[src/rtl/mem_arbiter_if.sv]
// Request/response and memory-side signals shared by mem_arbiter and its clients.
// slave is the arbiter view; master is the requester-plus-memory view.
interface mem_arbiter_if;
    logic        i_req;
    logic [15:0] i_addr;
    logic [15:0] i_rdata;
    logic        i_done;
    logic        i_stall;

    logic        d_req;
    logic        d_wr;
    logic        d_dump;
    logic [15:0] d_addr;
    logic [15:0] d_wdata;
    logic [15:0] d_rdata;
    logic        d_done;
    logic        d_stall;

    logic [15:0] mem_addr;
    logic [15:0] mem_data_in;
    logic        mem_enable;
    logic        mem_wr;
    logic        mem_createdump;
    logic [15:0] mem_data_out;

    modport slave (
        input  i_req, i_addr,
        output i_rdata, i_done, i_stall,
        input  d_req, d_wr, d_dump, d_addr, d_wdata,
        output d_rdata, d_done, d_stall,
        output mem_addr, mem_data_in, mem_enable, mem_wr, mem_createdump,
        input  mem_data_out
    );

    modport master (
        output i_req, i_addr,
        input  i_rdata, i_done, i_stall,
        output d_req, d_wr, d_dump, d_addr, d_wdata,
        input  d_rdata, d_done, d_stall,
        input  mem_addr, mem_data_in, mem_enable, mem_wr, mem_createdump,
        output mem_data_out
    );
endinterface

[src/rtl/mem_arbiter.sv]
// Arbitrates instruction-fetch and data ports onto one unified memory, running each
// access through a fixed MEM_LAT-cycle window followed by a one-cycle done pulse.
module mem_arbiter #(
    parameter int unsigned MEM_LAT    = 1,
    parameter int unsigned STARVE_MAX = 4
) (
    input  logic          clk,
    input  logic          rst,
    mem_arbiter_if.slave  bus,
    output logic          err
);

    typedef enum logic [1:0] {StIdle, StAccess, StResp} state_e;

    state_e      state_q;
    logic [2:0]  starve_q;
    logic [2:0]  lat_q;
    logic        owner_d_q;
    logic        nodata_q;
    logic [15:0] mem_addr_q;
    logic [15:0] mem_din_q;
    logic        mem_en_q;
    logic        mem_wr_q;
    logic        mem_dump_q;
    logic [15:0] i_rdata_q;
    logic [15:0] d_rdata_q;
    logic        i_done_q;
    logic        d_done_q;
    logic        err_q;

    logic        starved;
    logic        grant_i;
    logic        grant_d;
    logic [15:0] grant_addr;
    logic        grant_err;
    logic        last_beat;

    always_comb begin
        starved    = (starve_q == 3'(STARVE_MAX));
        grant_i    = bus.i_req & (~bus.d_req | starved);
        grant_d    = bus.d_req & ~grant_i;
        grant_addr = grant_i ? bus.i_addr : bus.d_addr;
        grant_err  = grant_addr[0] | (grant_d & bus.d_wr & bus.d_dump);
        last_beat  = (lat_q == 3'(MEM_LAT - 1));
    end

    always_ff @(posedge clk or negedge rst) begin
        if (!rst) begin
            state_q    <= StIdle;
            starve_q   <= 3'd0;
            lat_q      <= 3'd0;
            owner_d_q  <= 1'b0;
            nodata_q   <= 1'b0;
            mem_addr_q <= 16'h0000;
            mem_din_q  <= 16'h0000;
            mem_en_q   <= 1'b0;
            mem_wr_q   <= 1'b0;
            mem_dump_q <= 1'b0;
            i_rdata_q  <= 16'h0000;
            d_rdata_q  <= 16'h0000;
            i_done_q   <= 1'b0;
            d_done_q   <= 1'b0;
            err_q      <= 1'b0;
        end else begin
            unique case (state_q)
                StIdle: begin
                    // Count D wins that left I waiting; saturates because I wins at the limit.
                    if (grant_d && bus.i_req) begin
                        if (!starved) starve_q <= starve_q + 3'd1;
                    end else begin
                        starve_q <= 3'd0;
                    end
                    if (grant_i || grant_d) begin
                        state_q    <= StAccess;
                        lat_q      <= 3'd0;
                        owner_d_q  <= grant_d;
                        nodata_q   <= grant_d & (bus.d_wr | bus.d_dump);
                        mem_en_q   <= 1'b1;
                        mem_addr_q <= grant_addr;
                        mem_din_q  <= grant_d ? bus.d_wdata : 16'h0000;
                        mem_wr_q   <= grant_d & bus.d_wr;
                        mem_dump_q <= grant_d & bus.d_dump;
                        if (grant_err) err_q <= 1'b1;
                    end
                end
                StAccess: begin
                    mem_wr_q   <= 1'b0;
                    mem_dump_q <= 1'b0;
                    if (last_beat) begin
                        state_q    <= StResp;
                        mem_en_q   <= 1'b0;
                        mem_addr_q <= 16'h0000;
                        mem_din_q  <= 16'h0000;
                        if (owner_d_q) begin
                            d_rdata_q <= nodata_q ? 16'h0000 : bus.mem_data_out;
                            d_done_q  <= 1'b1;
                        end else begin
                            i_rdata_q <= bus.mem_data_out;
                            i_done_q  <= 1'b1;
                        end
                    end else begin
                        lat_q <= lat_q + 3'd1;
                    end
                end
                StResp: begin
                    i_done_q <= 1'b0;
                    d_done_q <= 1'b0;
                    state_q  <= StIdle;
                end
                default: state_q <= StIdle;
            endcase
        end
    end

    assign bus.i_rdata        = i_rdata_q;
    assign bus.i_done         = i_done_q;
    assign bus.i_stall        = bus.i_req & ~i_done_q;
    assign bus.d_rdata        = d_rdata_q;
    assign bus.d_done         = d_done_q;
    assign bus.d_stall        = bus.d_req & ~d_done_q;
    assign bus.mem_addr       = mem_addr_q;
    assign bus.mem_data_in    = mem_din_q;
    assign bus.mem_enable     = mem_en_q;
    assign bus.mem_wr         = mem_wr_q;
    assign bus.mem_createdump = mem_dump_q;
    assign err                = err_q;

endmodule

[src/flat_wrapper.sv]
// flat-port wrapper written by rule: the top's interface ports become plain ports
module mem_arbiter_flat 
#(
    parameter int unsigned MEM_LAT    = 1,
    parameter int unsigned STARVE_MAX = 4
)
  (clk, rst, err, bus_i_req, bus_i_addr, bus_i_rdata, bus_i_done, bus_i_stall, bus_d_req, bus_d_wr, bus_d_dump, bus_d_addr, bus_d_wdata, bus_d_rdata, bus_d_done, bus_d_stall, bus_mem_addr, bus_mem_data_in, bus_mem_enable, bus_mem_wr, bus_mem_createdump, bus_mem_data_out);
  mem_arbiter_if bus_i ();
  input  logic clk;
  input  logic rst;
  output logic err;
  input wire logic [$bits(bus_i.i_req)-1:0] bus_i_req;
  input wire logic [$bits(bus_i.i_addr)-1:0] bus_i_addr;
  output wire logic [$bits(bus_i.i_rdata)-1:0] bus_i_rdata;
  output wire logic [$bits(bus_i.i_done)-1:0] bus_i_done;
  output wire logic [$bits(bus_i.i_stall)-1:0] bus_i_stall;
  input wire logic [$bits(bus_i.d_req)-1:0] bus_d_req;
  input wire logic [$bits(bus_i.d_wr)-1:0] bus_d_wr;
  input wire logic [$bits(bus_i.d_dump)-1:0] bus_d_dump;
  input wire logic [$bits(bus_i.d_addr)-1:0] bus_d_addr;
  input wire logic [$bits(bus_i.d_wdata)-1:0] bus_d_wdata;
  output wire logic [$bits(bus_i.d_rdata)-1:0] bus_d_rdata;
  output wire logic [$bits(bus_i.d_done)-1:0] bus_d_done;
  output wire logic [$bits(bus_i.d_stall)-1:0] bus_d_stall;
  output wire logic [$bits(bus_i.mem_addr)-1:0] bus_mem_addr;
  output wire logic [$bits(bus_i.mem_data_in)-1:0] bus_mem_data_in;
  output wire logic [$bits(bus_i.mem_enable)-1:0] bus_mem_enable;
  output wire logic [$bits(bus_i.mem_wr)-1:0] bus_mem_wr;
  output wire logic [$bits(bus_i.mem_createdump)-1:0] bus_mem_createdump;
  input wire logic [$bits(bus_i.mem_data_out)-1:0] bus_mem_data_out;
  assign bus_i.i_req = bus_i_req;
  assign bus_i.i_addr = bus_i_addr;
  assign bus_i_rdata = bus_i.i_rdata;
  assign bus_i_done = bus_i.i_done;
  assign bus_i_stall = bus_i.i_stall;
  assign bus_i.d_req = bus_d_req;
  assign bus_i.d_wr = bus_d_wr;
  assign bus_i.d_dump = bus_d_dump;
  assign bus_i.d_addr = bus_d_addr;
  assign bus_i.d_wdata = bus_d_wdata;
  assign bus_d_rdata = bus_i.d_rdata;
  assign bus_d_done = bus_i.d_done;
  assign bus_d_stall = bus_i.d_stall;
  assign bus_mem_addr = bus_i.mem_addr;
  assign bus_mem_data_in = bus_i.mem_data_in;
  assign bus_mem_enable = bus_i.mem_enable;
  assign bus_mem_wr = bus_i.mem_wr;
  assign bus_mem_createdump = bus_i.mem_createdump;
  assign bus_i.mem_data_out = bus_mem_data_out;
  mem_arbiter #(.MEM_LAT(MEM_LAT), .STARVE_MAX(STARVE_MAX)) u_core (.clk(clk), .rst(rst), .bus(bus_i), .err(err));
endmodule
[config.mk]
export PLATFORM = sky130hd
export DESIGN_NAME = mem_arbiter_flat
export DESIGN_NICKNAME = d
export VERILOG_FILES = /design/src/rtl/mem_arbiter_if.sv /design/src/rtl/mem_arbiter.sv /design/src/flat_wrapper.sv
export SDC_FILE = /design/constraint.sdc
export NUM_CORES = 1
export LEC_CHECK = 0
export BUFFER_PORTS_ARGS = -buffer_cell sky130_fd_sc_hd__buf_2
export CORE_ASPECT_RATIO = 0.7
export CORE_MARGIN = 4
export CORE_UTILIZATION = 48
export DETAILED_ROUTE_END_ITERATION = 16
export GPL_ROUTABILITY_DRIVEN = 0
export PLACE_DENSITY = 0.88
export SLEW_MARGIN = 25
export SYNTH_ARGS = -nofsm -noshare
export SYNTH_HDL_FRONTEND = slang
export SYNTH_SLANG_ARGS = --single-unit
export TNS_END_PERCENT = 30
[constraint.sdc]
create_clock -name clk -period 2.09 [get_ports clk]
set_input_delay 0.3135 -clock clk [delete_from_list [all_inputs] [get_ports clk]]
set_output_delay 0.3135 -clock clk [all_outputs]
set_load 0.01 [all_outputs]
; ---- Word level (Yosys, flattened, before mapping)
; Cells that the tools add are included.
[classes]
add_sub_neg = 2
n_mul = 0
div_mod_pow = 0
magnitude_cmp = 0
eq_ne = 9
shift = 0
muxes = 29
n_bitwise = 16
reduce_logical = 17
[ops]
columns = op, count
row1 = $mux W16, 6
row2 = $pmux W16 S2, 2
row3 = $reduce_and A3 Y1, 7
row4 = $mux W3, 4
row5 = $pmux W1 S2, 5
row6 = $and A1 B1 Y1, 8
row7 = $mux W1, 8
row8 = $reduce_and A2 Y1, 4
row9 = $add A3 B1 Y3 const B, 2
row10 = $ne A2 B1 Y1 const B, 3
row11 = $ne A2 B2 Y1 const B, 3
row12 = $pmux W3 S2, 1
row13 = $not A1 Y1, 5
row14 = $mux W2, 2
row15 = $pmux W2 S2, 1
row16 = $reduce_bool A2 Y1, 2
row17 = $eq A3 B3 Y1 const B, 1
row18 = $logic_not A3 Y1, 1
row19 = $or A1 B1 Y1, 3
row20 = $eq A2 B1 Y1 const B, 1
row21 = $eq A2 B2 Y1 const B, 1
row22 = $logic_not A2 Y1, 1
row23 = $logic_and A1 B1 Y1, 1
row24 = $logic_or A1 B1 Y1, 1
[word_totals]
ff_bits = 80
latchBits = 0
ram_bits = 0
romBits = 0
inputBits = 70
elab_cells = 88
mem_count = 0

; ---- Logic depth before layout (Yosys ltp)
[logic_depth]
word_depth = 9
mapped_depth = 8

; ---- Least setup slack after synthesis
; OpenSTA, ideal clock, no wires.
[synth_path]
kind = reg-to-reg
start = register u_core.lat_q[0]
end = register u_core.i_rdata_q[10] (netlist: u_core.bus.i_rdata[10])
setup_time_ns = 0.125
t_arrival_ns = 1.607
path_slack_ns = 0.358
path_stages_with_launch = 8
path_cell_list = dfrtp_1 > inv_1 > ha_1 > nor2b_2 > nand2_1 > nor2_4 > buf_6 > mux2_2
[synth_between]
elab_chain_len = 2
[synth_rtl]
columns = element, line
row1 = "start, declared", mem_arbiter.sv:17  ; logic [2:0] lat_q;
row2 = "start signal, assigned", mem_arbiter.sv:102  ; lat_q <= lat_q + 3'd1;
row3 = $logic_not A3 Y1, mem_arbiter.sv:44  ; last_beat = (lat_q == 3'(MEM_LAT - 1));
row4 = $reduce_and A3 Y1 (no line), --
row5 = "end signal, assigned", mem_arbiter.sv:98  ; i_rdata_q <= bus.mem_data_out;
row6 = "end, declared", mem_arbiter.sv:25  ; logic [15:0] i_rdata_q;
; No other way between the ends.
; A chain may end at the register's enable or synchronous reset.

; ---- Worst setup path after layout
[layout_path]
start = register u_core.state_q[1]
end = register u_core.lat_q[2]
[layout_between]
elab_chain_len = 3
elab_cells_between_ends = 7
classes_between = eq/ne: 3 / mux: 1 / reduce/logical: 3
[layout_rtl]
columns = element, line
row1 = "start, declared", mem_arbiter.sv:15  ; state_e state_q;
row2 = "start signal, assigned", mem_arbiter.sv:49  ; state_q <= StIdle;
row3 = "start signal, assigned", mem_arbiter.sv:74  ; state_q <= StAccess;
row4 = "start signal, assigned", mem_arbiter.sv:90  ; state_q <= StResp;
row5 = $eq A2 B1 Y1 / $logic_not A2 Y1 (equally long branches), mem_arbiter.sv:65  ; unique case (state_q)
row6 = $ne A2 B2 Y1 (no line) (tied with other cells), --
row7 = $reduce_and A3 Y1 (no line), --
; Several ways; a longest one is shown, not always the timed one.

==> impl_metrics.csv <==
group,metric,value,unit
run_status,run_status,"complete, no violations",
routing,route.final.wire_length,8560,um
floorplanning,initial_utilization,50.7,%
setup_path,worst_setup_ep_type,"flop",
synthesis,synth-seq-area-share,57.1,%
clock_tree,cts_made_buffers,9,
floorplanning,fp.dieArea,8760,um2
pwr,p_leak,2.40,nW
timing,finalHoldViolations,0,
floorplanning,ioPinCount,142,
synthesis,synth_top_cell_by_area,"sky130_fd_sc_hd__dfrtp_1",
clock_tree,clk_latency,0.33,ns
clock_tree,cts-htree-levels,3,
clock_tree,cts_resized,0,
setup_path,worst-path-max-fanout,9,
setup_path,worst_ep_required_time,2.31,ns
timing,setup-violations-final,0,
floorplanning,design.core.area,6910,um2
clock_tree,cts_root_buf,"sky130_fd_sc_hd__clkbuf_8",
timing,maxClockFrequency,539,MHz
routing,firstDrtPassIters,4,
synthesis,syn-cell-area,3510,um2
setup_path,crit_path_top_delay_cell,"sky130_fd_sc_hd__dfrtp_1",
pwr,pwr_density_cell,1510,nW/um2
finish,nNetsFinal,521,
routing,routed_wire_length_per_instance,15.8,um
setup_path,critical-path-max-stage-delay,0.40,ns
synthesis,synthDistinctLibCells,39,
global_route,antenna_found_initial,0,
synthesis,synth.yosys.warnings,0,
synthesis,syn_inst,303,
synthesis,dominantRegCellSynth,"sky130_fd_sc_hd__dfrtp_1",
clock_tree,cts_tree,"done",
global_route,grtUsageTotal,20.0,%
finish,areaGrowthSynthToFinish,29.2,%
finish,finish.instance_area,4530,um2
floorplanning,fp-row-count,25,
synthesis,synthesis.nets,380,
routing,avgViaCountPerCell,5.23,
finish,finalCoreUtilization,65.5,%
routing,remaining_drc_errors,0,
synthesis,ys_top_cells_by_area,"sky130_fd_sc_hd__dfrtp_1, sky130_fd_sc_hd__mux2_2, sky130_fd_sc_hd__a22o_1",
global_route,grt-ovfl-total,0,
setup_path,setup.worst_path.start,"u_core.state_q[1]",
timing,final_max_slew_viol_count,0,
timing,fin_crit_sh,88.7,%
timing,period_minus_slack,1.85,ns
hold_path,holdCritPathClass,"input port to flop",
clock_tree,clk_pin_slew_worst_paths,0.08,ns
setup_path,setup.worst_path.start_class,"flop",
synthesis,synth_seq_cells,80,
finish,insertedDiodeCount,0,
global_route,number_of_global_route_vias_before_repair,2856,
hold_path,min_path_cells,2,
synthesis,async_reset_ff_share,100,%
clock_tree,cts.hold.buffers_added,1,
placed_design,io_buffers,141,
floorplanning,y_dimension_of_the_die,79.5,um
setup_path,setup.worst_path.class,"flop to flop",
global_route,grt_pass1_wl,13700,um
timing,final_skew,0.00950,ns
finish,fillerInstances,541,
routing,vias,2830,
clock_tree,cts_setup_buffers,0,
timing,worst_slew_pin_slew,0.672,ns
setup_path,worstPathArrival,2.08,ns
global_route,grt_start_max_net_pins,50,
timing,setup_tns,0,ns
floorplanning,die_width,110,um
placed_design,dpl-instance-area,4290,um2
synthesis,number_of_enable_flip_flop_cells_after_synthesis,0,
setup_path,cp_cell_sequence,"inv_1 > ha_1 > nor3b_4 > nor3_1 > mux2_2 > a22o_1",
finish,share_of_layout_cells_above_drive_strength_1,41.4,%
routing,antenna_left,0,
clock_tree,cts_max_path_buffers,2,
synthesis,synthDominantCellAreaShare,57.1,%
timing,relSlewSlack,55.1,%
synthesis,mean_post_synth_cell_area,11.6,um2
pwr,vdd_drop_max,0.690,mV
hold_path,hold_start,"bus_d_wdata[12]",
clock_tree,clkSinkCount,80,
placed_design,place_hpwl,6490,um
routing,starting_drc_count_in_detailed_routing,143,
setup_path,r2r.worst_path.cells,6,
setup_path,critical_path.reg2reg.startpoint,"u_core.state_q[1]",
timing,grt_setup_unrepaired,"no",
run,cap_viol_max_count,0,
-- metrics by stage --
step | power, mW | setup WS, ns | hold WS (ns) | cells
floorplan | 4.44 | 0.358 | 0.0179 | 303
global placement | 5.42 | 0.329 | 0.367 | 526
detailed placement | 5.57 | 0.251 | 0.377 | 526
CTS | 6.91 | 0.225 | 0.162 | 541
global route | 7.33 | 0.0125 | 0.167 | 541
finish | 6.83 | 0.235 | 0.190 | 541
-- placed cells by master (no fill, tap or decap), types with 2 or more instances in the layout --
| cell type | count |
|---|---|
| sky130_fd_sc_hd__a21oi_1 | 4 |
| sky130_fd_sc_hd__nor2_1 | 4 |
| sky130_fd_sc_hd__dfrtp_1 | 80 |
| sky130_fd_sc_hd__o21ai_0 | 27 |
| sky130_fd_sc_hd__nand2b_1 | 16 |
| sky130_fd_sc_hd__buf_2 | 140 |
| sky130_fd_sc_hd__o22ai_1 | 2 |
| sky130_fd_sc_hd__buf_12 | 2 |
| sky130_fd_sc_hd__nand2_1 | 42 |
| sky130_fd_sc_hd__buf_4 | 5 |
| sky130_fd_sc_hd__nor2b_1 | 3 |
| sky130_fd_sc_hd__nand3_1 | 4 |
| sky130_fd_sc_hd__mux2i_1 | 17 |
| sky130_fd_sc_hd__mux2_2 | 17 |
| sky130_fd_sc_hd__inv_1 | 9 |
| sky130_fd_sc_hd__bufinv_16 | 3 |
| sky130_fd_sc_hd__o21a_1 | 2 |
| sky130_fd_sc_hd__ha_1 | 7 |
| sky130_fd_sc_hd__a22o_1 | 20 |
| sky130_fd_sc_hd__clkbuf_8 | 9 |
| sky130_fd_sc_hd__o21ai_1 | 11 |
-- final timing paths --
path | end | slack, ns
max reg2reg | u_core.lat_q[2] | 0.24
min | u_core.bus.mem_data_in[12] | 0.19
max in group asynchronous | u_core.bus.i_rdata[1] | 0.93
min in group asynchronous | u_core.nodata_q | 0.57
max | u_core.lat_q[2] | 0.24
min reg2reg | u_core.bus.d_rdata[0] | 0.48
-- flip-flops by register name, summed over array words and instances (netlist names), 2 cells and up --
| register | cells |
|---|---|
| u_core.bus.d_rdata | 16 |
| u_core.bus.i_rdata | 16 |
| u_core.bus.mem_addr | 16 |
| u_core.bus.mem_data_in | 16 |
| u_core.lat_q | 3 |
| u_core.starve_q | 3 |
| u_core.state_q | 2 |
-- critical path: cells and delay by family (launching register included) --
family | cells | cell delay, ns
buffers and inverters | 1 | 0.10
AO/OA/AOI/OAI | 1 | 0.17
multiplexers | 1 | 0.27
AND/OR/NAND/NOR | 2 | 0.47
flip-flops | 1 | 0.40
adder cells (fa/ha/maj) | 1 | 0.34
-- power breakdown --
part	total (mW)	switching [mW]	internal, mW
combinational	2.86	1.58	1.28
sequential	2.65	0.427	2.22
clock	1.32	0.532	0.785
-- final cells by class --
class / count / area, um2 / share of cell area [%]
clock buffer: 9 / 124 / 2.73
clock inverter: 5 / 106 / 2.35
inverter: 9 / 33.8 / 0.746
multi-input combinational: 196 / 1360 / 30.0
sequential: 80 / 2000 / 44.2
tap: 94 / 118 / 2.60
timing repair buffer: 148 / 788 / 17.4
-- routing by layer --
metal | routed length [um] | vias up | track usage, %
met1 | 3590 | 1366 | 24.7
li1 | - | 1332 | -
met3 | 769 | 8 | 6.06
met2 | 4130 | 124 | 33.5
met5 | 0 | - | 0
met4 | 80 | 0 | 6.40
-- synth_stat cells (all sizes together), types with 4 or more instances --
cell and instances:
dfrtp 80, nor2 5, buf 11, nand3 4, inv 9, mux2i 17
mux2 17, ha 7, a21oi 4, nand2b 17, nand2 42, a22o 20
clkbuf 7, o21ai 38, nor2b 4
-- cells by family after synthesis --
| family | Yosys count | share of synthesized area (%) |
|---|---|---|
| and+or+nand+nor | 80 | 11.7 |
| DFF | 80 | 57.1 |
| AOI/OAI and AO/OA | 75 | 14.3 |
| muxes | 34 | 10.3 |
| buffers and inverters | 27 | 4.17 |
| adders and majority gates | 7 | 2.50 |
No activity file was read; power rests on OpenSTA's default activity.
